`src/rtl/core_run_ctrl_if.sv`:
```
// Request/status bundle between a run controller and its driver.
// o_cycles (and CNT_WIDTH) exist only when CORE_RUN_CTRL_CYCLES_EN is defined.
interface core_run_ctrl_if #(
    parameter int unsigned N_CH = 1
`ifdef CORE_RUN_CTRL_CYCLES_EN
    ,
    parameter int unsigned CNT_WIDTH = 16
`endif
);
    logic            i_start;
    logic            i_abort;
    logic [N_CH-1:0] i_done;
    logic [N_CH-1:0] o_core_rst;
    logic            o_running;
    logic            o_finished;
    logic            o_pass;
    logic            o_timeout;
    logic            o_aborted;
`ifdef CORE_RUN_CTRL_CYCLES_EN
    logic [CNT_WIDTH-1:0] o_cycles;

    modport master (
        output i_start, i_abort, i_done,
        input  o_core_rst, o_running, o_finished, o_pass, o_timeout, o_aborted, o_cycles
    );
    modport slave (
        input  i_start, i_abort, i_done,
        output o_core_rst, o_running, o_finished, o_pass, o_timeout, o_aborted, o_cycles
    );
`else
    modport master (
        output i_start, i_abort, i_done,
        input  o_core_rst, o_running, o_finished, o_pass, o_timeout, o_aborted
    );
    modport slave (
        input  i_start, i_abort, i_done,
        output o_core_rst, o_running, o_finished, o_pass, o_timeout, o_aborted
    );
`endif
endinterface

```
`src/rtl/core_run_ctrl.sv`:
```
// Multi-channel core run controller: staggered reset release, bounded run, pass/timeout/abort.
// Define CORE_RUN_CTRL_CYCLES_EN to add the o_cycles run-length capture.
module core_run_ctrl #(
    parameter int unsigned N_CH       = 1,
    parameter int unsigned RST_CYCLES = 5,
    parameter int unsigned STAGGER    = 0,
    parameter int unsigned RUN_CYCLES = 69,
    parameter int unsigned CNT_WIDTH  = 16
) (
    input  logic           i_clk,
    input  logic           i_rst,
    core_run_ctrl_if.slave bus
);
    localparam int unsigned RstMax  = RST_CYCLES + (N_CH - 1) * STAGGER;
    localparam int unsigned CntNeed = (RstMax > RUN_CYCLES) ? RstMax : RUN_CYCLES;
    localparam longint unsigned CntMax = (64'd1 << CNT_WIDTH) - 64'd1;

    if (N_CH < 1 || N_CH > 16) begin : g_bad_n_ch
        $error("core_run_ctrl: N_CH must be in 1..16");
    end
    if (RST_CYCLES < 1 || RUN_CYCLES < 1) begin : g_bad_cycles
        $error("core_run_ctrl: RST_CYCLES and RUN_CYCLES must be at least 1");
    end
    if (CNT_WIDTH < 1 || CNT_WIDTH > 32 || longint'(CntNeed) > CntMax) begin : g_bad_width
        $error("core_run_ctrl: CNT_WIDTH too small for reset/run cycle counts");
    end

    typedef enum logic [1:0] {StIdle, StReset, StRun, StDone} state_e;
    typedef logic [CNT_WIDTH-1:0] cnt_t;

    state_e          state_q, state_d;
    cnt_t            cnt_q, cnt_d, cnt_inc;
    logic [N_CH-1:0] mask_q, mask_d, mask_now;
    logic [N_CH-1:0] core_rst_q, core_rst_d;
    logic            running_q, running_d;
    logic            finished_q, finished_d;
    logic            pass_q, pass_d;
    logic            timeout_q, timeout_d;
    logic            aborted_q, aborted_d;
`ifdef CORE_RUN_CTRL_CYCLES_EN
    cnt_t            cycles_q, cycles_d;
`endif

    always_comb begin
        state_d    = state_q;
        cnt_d      = cnt_q;
        mask_d     = mask_q;
        core_rst_d = core_rst_q;
        running_d  = running_q;
        finished_d = finished_q;
        pass_d     = pass_q;
        timeout_d  = timeout_q;
        aborted_d  = aborted_q;
`ifdef CORE_RUN_CTRL_CYCLES_EN
        cycles_d   = cycles_q;
`endif
        cnt_inc    = (&cnt_q) ? cnt_q : cnt_q + cnt_t'(1);
        mask_now   = mask_q | bus.i_done;

        unique case (state_q)
            StIdle: begin
                if (bus.i_start) begin
                    state_d = StReset;
                    cnt_d   = '0;
                end
            end
            StReset: begin
                cnt_d = cnt_inc;
                // cnt_q counts edges since start minus one, so release on threshold-1
                for (int k = 0; k < N_CH; k++) begin
                    if (cnt_q >= cnt_t'(RST_CYCLES + k * STAGGER - 1)) core_rst_d[k] = 1'b0;
                end
                if (bus.i_abort) begin
                    state_d    = StDone;
                    core_rst_d = '1;
                    finished_d = 1'b1;
                    aborted_d  = 1'b1;
`ifdef CORE_RUN_CTRL_CYCLES_EN
                    cycles_d   = '0;
`endif
                end else if (cnt_q >= cnt_t'(RstMax - 1)) begin
                    state_d   = StRun;
                    cnt_d     = '0;
                    running_d = 1'b1;
                end
            end
            StRun: begin
                cnt_d  = cnt_inc;
                mask_d = mask_now;
                if (bus.i_abort || (&mask_now) || cnt_q >= cnt_t'(RUN_CYCLES - 1)) begin
                    state_d    = StDone;
                    core_rst_d = '1;
                    running_d  = 1'b0;
                    finished_d = 1'b1;
                    aborted_d  = bus.i_abort;
                    pass_d     = !bus.i_abort && (&mask_now);
                    timeout_d  = !bus.i_abort && !(&mask_now);
`ifdef CORE_RUN_CTRL_CYCLES_EN
                    cycles_d   = cnt_q;
`endif
                end
            end
            StDone: begin
                if (bus.i_start) begin
                    state_d    = StReset;
                    cnt_d      = '0;
                    mask_d     = '0;
                    finished_d = 1'b0;
                    pass_d     = 1'b0;
                    timeout_d  = 1'b0;
                    aborted_d  = 1'b0;
`ifdef CORE_RUN_CTRL_CYCLES_EN
                    cycles_d   = '0;
`endif
                end
            end
            default: state_d = StIdle;
        endcase
    end

    always_ff @(posedge i_clk) begin
        if (!i_rst) begin
            state_q    <= StIdle;
            cnt_q      <= '0;
            mask_q     <= '0;
            core_rst_q <= '1;
            running_q  <= 1'b0;
            finished_q <= 1'b0;
            pass_q     <= 1'b0;
            timeout_q  <= 1'b0;
            aborted_q  <= 1'b0;
`ifdef CORE_RUN_CTRL_CYCLES_EN
            cycles_q   <= '0;
`endif
        end else begin
            state_q    <= state_d;
            cnt_q      <= cnt_d;
            mask_q     <= mask_d;
            core_rst_q <= core_rst_d;
            running_q  <= running_d;
            finished_q <= finished_d;
            pass_q     <= pass_d;
            timeout_q  <= timeout_d;
            aborted_q  <= aborted_d;
`ifdef CORE_RUN_CTRL_CYCLES_EN
            cycles_q   <= cycles_d;
`endif
        end
    end

    assign bus.o_core_rst = core_rst_q;
    assign bus.o_running  = running_q;
    assign bus.o_finished = finished_q;
    assign bus.o_pass     = pass_q;
    assign bus.o_timeout  = timeout_q;
    assign bus.o_aborted  = aborted_q;
`ifdef CORE_RUN_CTRL_CYCLES_EN
    assign bus.o_cycles   = cycles_q;
`endif

endmodule

```
`src/flat_wrapper.sv`:
```
// flat-port wrapper written by rule: the top's interface ports become plain ports
module core_run_ctrl_flat 
#(
    parameter int unsigned N_CH       = 1,
    parameter int unsigned RST_CYCLES = 5,
    parameter int unsigned STAGGER    = 0,
    parameter int unsigned RUN_CYCLES = 69,
    parameter int unsigned CNT_WIDTH  = 16
)
  (i_clk, i_rst, bus_i_start, bus_i_abort, bus_i_done, bus_o_core_rst, bus_o_running, bus_o_finished, bus_o_pass, bus_o_timeout, bus_o_aborted);
  core_run_ctrl_if #(.N_CH(N_CH)) bus_i ();
  input  logic i_clk;
  input  logic i_rst;
  input wire logic [$bits(bus_i.i_start)-1:0] bus_i_start;
  input wire logic [$bits(bus_i.i_abort)-1:0] bus_i_abort;
  input wire logic [$bits(bus_i.i_done)-1:0] bus_i_done;
  output wire logic [$bits(bus_i.o_core_rst)-1:0] bus_o_core_rst;
  output wire logic [$bits(bus_i.o_running)-1:0] bus_o_running;
  output wire logic [$bits(bus_i.o_finished)-1:0] bus_o_finished;
  output wire logic [$bits(bus_i.o_pass)-1:0] bus_o_pass;
  output wire logic [$bits(bus_i.o_timeout)-1:0] bus_o_timeout;
  output wire logic [$bits(bus_i.o_aborted)-1:0] bus_o_aborted;
  assign bus_i.i_start = bus_i_start;
  assign bus_i.i_abort = bus_i_abort;
  assign bus_i.i_done = bus_i_done;
  assign bus_o_core_rst = bus_i.o_core_rst;
  assign bus_o_running = bus_i.o_running;
  assign bus_o_finished = bus_i.o_finished;
  assign bus_o_pass = bus_i.o_pass;
  assign bus_o_timeout = bus_i.o_timeout;
  assign bus_o_aborted = bus_i.o_aborted;
  core_run_ctrl #(.N_CH(N_CH), .RST_CYCLES(RST_CYCLES), .STAGGER(STAGGER), .RUN_CYCLES(RUN_CYCLES), .CNT_WIDTH(CNT_WIDTH)) u_core (.i_clk(i_clk), .i_rst(i_rst), .bus(bus_i));
endmodule
```
`config.mk`:
```
export PLATFORM = sky130hd
export DESIGN_NAME = core_run_ctrl_flat
export DESIGN_NICKNAME = d
export VERILOG_FILES = /design/src/rtl/core_run_ctrl_if.sv /design/src/rtl/core_run_ctrl.sv /design/src/flat_wrapper.sv
export SDC_FILE = /design/constraint.sdc
export NUM_CORES = 1
export LEC_CHECK = 0
export ABC_AREA = 1
export CORE_MARGIN = 2
export CORE_UTILIZATION = 58
export DETAILED_ROUTE_END_ITERATION = 8
export GPL_TIMING_DRIVEN = 0
export PLACE_DENSITY = 0.79
export SLEW_MARGIN = 20
export SYNTH_ARGS = -nofsm -noshare
export SYNTH_HDL_FRONTEND = slang
export SYNTH_SLANG_ARGS = --single-unit
```
`constraint.sdc`:
```
create_clock -name i_clk -period 2.6 [get_ports i_clk]
set_input_delay 0.52 -clock i_clk [delete_from_list [all_inputs] [get_ports i_clk]]
set_output_delay 0.52 -clock i_clk [all_outputs]
set_load 0.1 [all_outputs]
```
==> results.md <==
* Status: finished, final reports clean
* Period utilisation layout at 89.1%
* Syn_nets at ~280
* Hold Path Class: flop to flop
* Placed Instances at ~310
* Vias in the first global route at roughly 1400
* Max Freq at approximately 430 MHz
* Post-Syn Area at between 1500 and 2000 µm²
* Async set-or-reset flop fraction in the synthesized netlist at 0%
* CP Cell Sequence: clkdlybuf4s50_1
* Delay-heaviest family, CP: buffers and inverters
* Vias per cell at just over 5
* Final #Nets at 292
* Full die area at around 3200 µm²
* Initial Util at 59.6%
* Clk pin slew, worst setup/hold paths at around 0.13 ns
* Yosys top cell by area: dfxtp_1
* RSZ-0062 raised after global routing: false
* Root buffer cell: clkbuf_4
* Layout cells sized above 1 at 4.66%
* # setup viols final at 0
* IO buf count at 9
* DR iter-0 viols at 74
* Area of the multi-input gates at approximately 960 µm²
* Gpl congestion at around 0.85
* Final hold viol count at 0
* Die W at 56.8 µm
* Via count at ~1600
* Global Route Usage Sum at 21.8%
* Synthesized instance count at about 270
* EDFF count, synth at 0
* CP max stage cell: clkdlybuf4s50_1
* Post-CTS Setup Bufs at 0
* Cell row count at 19
* VDD IR-drop max at approximately 0.98 mV
* DRT antenna net count at 0
* Data arrival, critical path at 1.80 ns
* Skew-Pair Late Insertion Delay at about 0.32 ns
* Crit-path max cell delay at 1.13 ns
* H-tree depth at 1
* Num CTS Buffers at 3
* DP Area at 1740 µm²
* Ant diodes at 0
* CTS hold repair buffers at 0
* Pleak at roughly 0.00074 µW
* CTS tree: done
* Critical path class: flop to primary output
* Core ar. at 2710 µm²
* Required @ worst endpoint at 2.08 ns
* Fin. max-slew vios at 0
* Top post-synthesis cells by area: dfxtp_1 31%, nand2_1 17%, nor2_1 14%
* # IOs at 11
* Slew at the pin closest to its max-slew limit at roughly 0.97 ns
* Setup_tns at 0 ns
* Clock sink total at 25
* Dpl hpwl at ~2500 µm
* Synth Area per Inst at roughly 6.1 µm²
* Share of the synthesized area in the top cell type at 31.0%
* DR WL/cell at around 10 µm
* Non-Filler Instances at 310
* FF+latch area at about 500 µm²
* DRC at 0
* Post-Route WL at 3190 µm
* Most frequent cells in the layout: 72 x nand2_1, 60 x nor2_1, 34 x inv_1
* Initial antenna violation count at 0
* Layout fillers at approximately 270
* Most common cell after layout, fill and taps aside: nand2_1
* Die height at between 50 and 60 µm
* Critical Path Sink Type: primary output
* Max cap viols at 0
* CTS resizes at 0
* Top FF cell, synth: dfxtp_1
* Yosys reg bits at 25
* Area growth syn-to-layout at 9.61%
* Post-synth cell types at 23
* Crit path buffers/inverters at 1
* Yosys Warn Count at 0
* Relative slew slack at between 30 and 40%
* Clock Skew at between 0.008 and 0.009 ns
* Startpoint types: flop
* Tmin final at 2.32 ns
* Pin count of the biggest net entering global routing at 14
* Worst-path maximum fanout at 2
* First-pass GRT wire length at 5660 µm
* Sequential area share after synthesis at 31.0%
* Pwr dens at ~850 nW/µm²
* Global route overflow at 0
* DR pass1 iterations at 4
* Longest Clk Path Bufs at 2
* Design Area, Final at approximately 1800 µm²
-- state kept, by name, indices dropped and copies added (netlist names) --
signal / cells
u_core.cnt_q: 16
u_core.state_q: 2
u_core.bus.o_aborted: 1
u_core.bus.o_core_rst: 1
u_core.bus.o_finished: 1
u_core.bus.o_pass: 1
u_core.bus.o_running: 1
u_core.bus.o_timeout: 1
u_core.mask_q: 1
-- stage by stage --
stage               setup WS (ns)  hold slack (ns)  utilization [%]  power (µW)
detailed placement          0.454            0.455             64.3        1340
finish                      0.283            0.472             65.3        1500
floorplan                   0.882            0.450                -        1170
global route                0.222            0.510             65.3        1620
CTS                         0.266            0.473             65.3        1510
global placement            0.475            0.452             64.3        1330
-- layout make-up --
cell class                      count  area share, %
Multi-Input combinational cell    202           54.0
Sequential cell                    25           28.3
Inverter                           35           7.57
Timing Repair Buffer                9           5.09
Tap cell                           31           2.19
Clock buffer                        4           1.49
Buffer                              4           1.34
-- synth_stat cells (3+ instances only) --
| cell | n |
|---|---|
| nand2_1 | 72 |
| nor2_1 | 60 |
| inv_1 | 34 |
| nand3_1 | 27 |
| dfxtp_1 | 25 |
| a21oi_1 | 10 |
| o21ai_0 | 8 |
| ha_1 | 7 |
| nand4_1 | 4 |
| nor3_1 | 3 |
-- final timing paths --
path	from	slack, ns	cells after the start	endpoint
max	u_core.bus.o_running	0.28	1	bus_o_running
min reg2reg	u_core.bus.o_pass	0.47	2	u_core.bus.o_pass
min	u_core.bus.o_pass	0.47	2	u_core.bus.o_pass
max reg2reg	u_core.state_q[0]	0.57	11	u_core.cnt_q[3]
-- cells by family (layout without fill, tap and decap cells) --
logic type	count (synthesis)	in the layout	share of synthesized area, %
compound gates	21	21	7.05
flops	25	25	31.0
simple gates	174	174	46.7
fa+ha+maj	7	7	5.43
buf+inv	39	52	9.77
-- power by group --
group	switching, µW	internal [µW]	total (µW)
sequential	43.7	450	493
clock	112	60.0	172
combinational	605	234	839
total	761	743	1500
-- per-layer routing --
metal / global-route usage (%) / wire [µm] / vias up
met4: 6.98 / 44 / 0
met2: 33.6 / 1360 / 20
met1: 31.9 / 1700 / 694
li1: - / - / 858
met5: 0 / 0 / -
met3: 2.07 / 83 / 5
-- tightest hold or removal path, cell delays in order, from the launching register on --
cell and delay, ns:
dfxtp_1 0.33, nand2_1 0.06, a21oi_1 0.05
No activity file was read; power rests on OpenSTA's default activity.
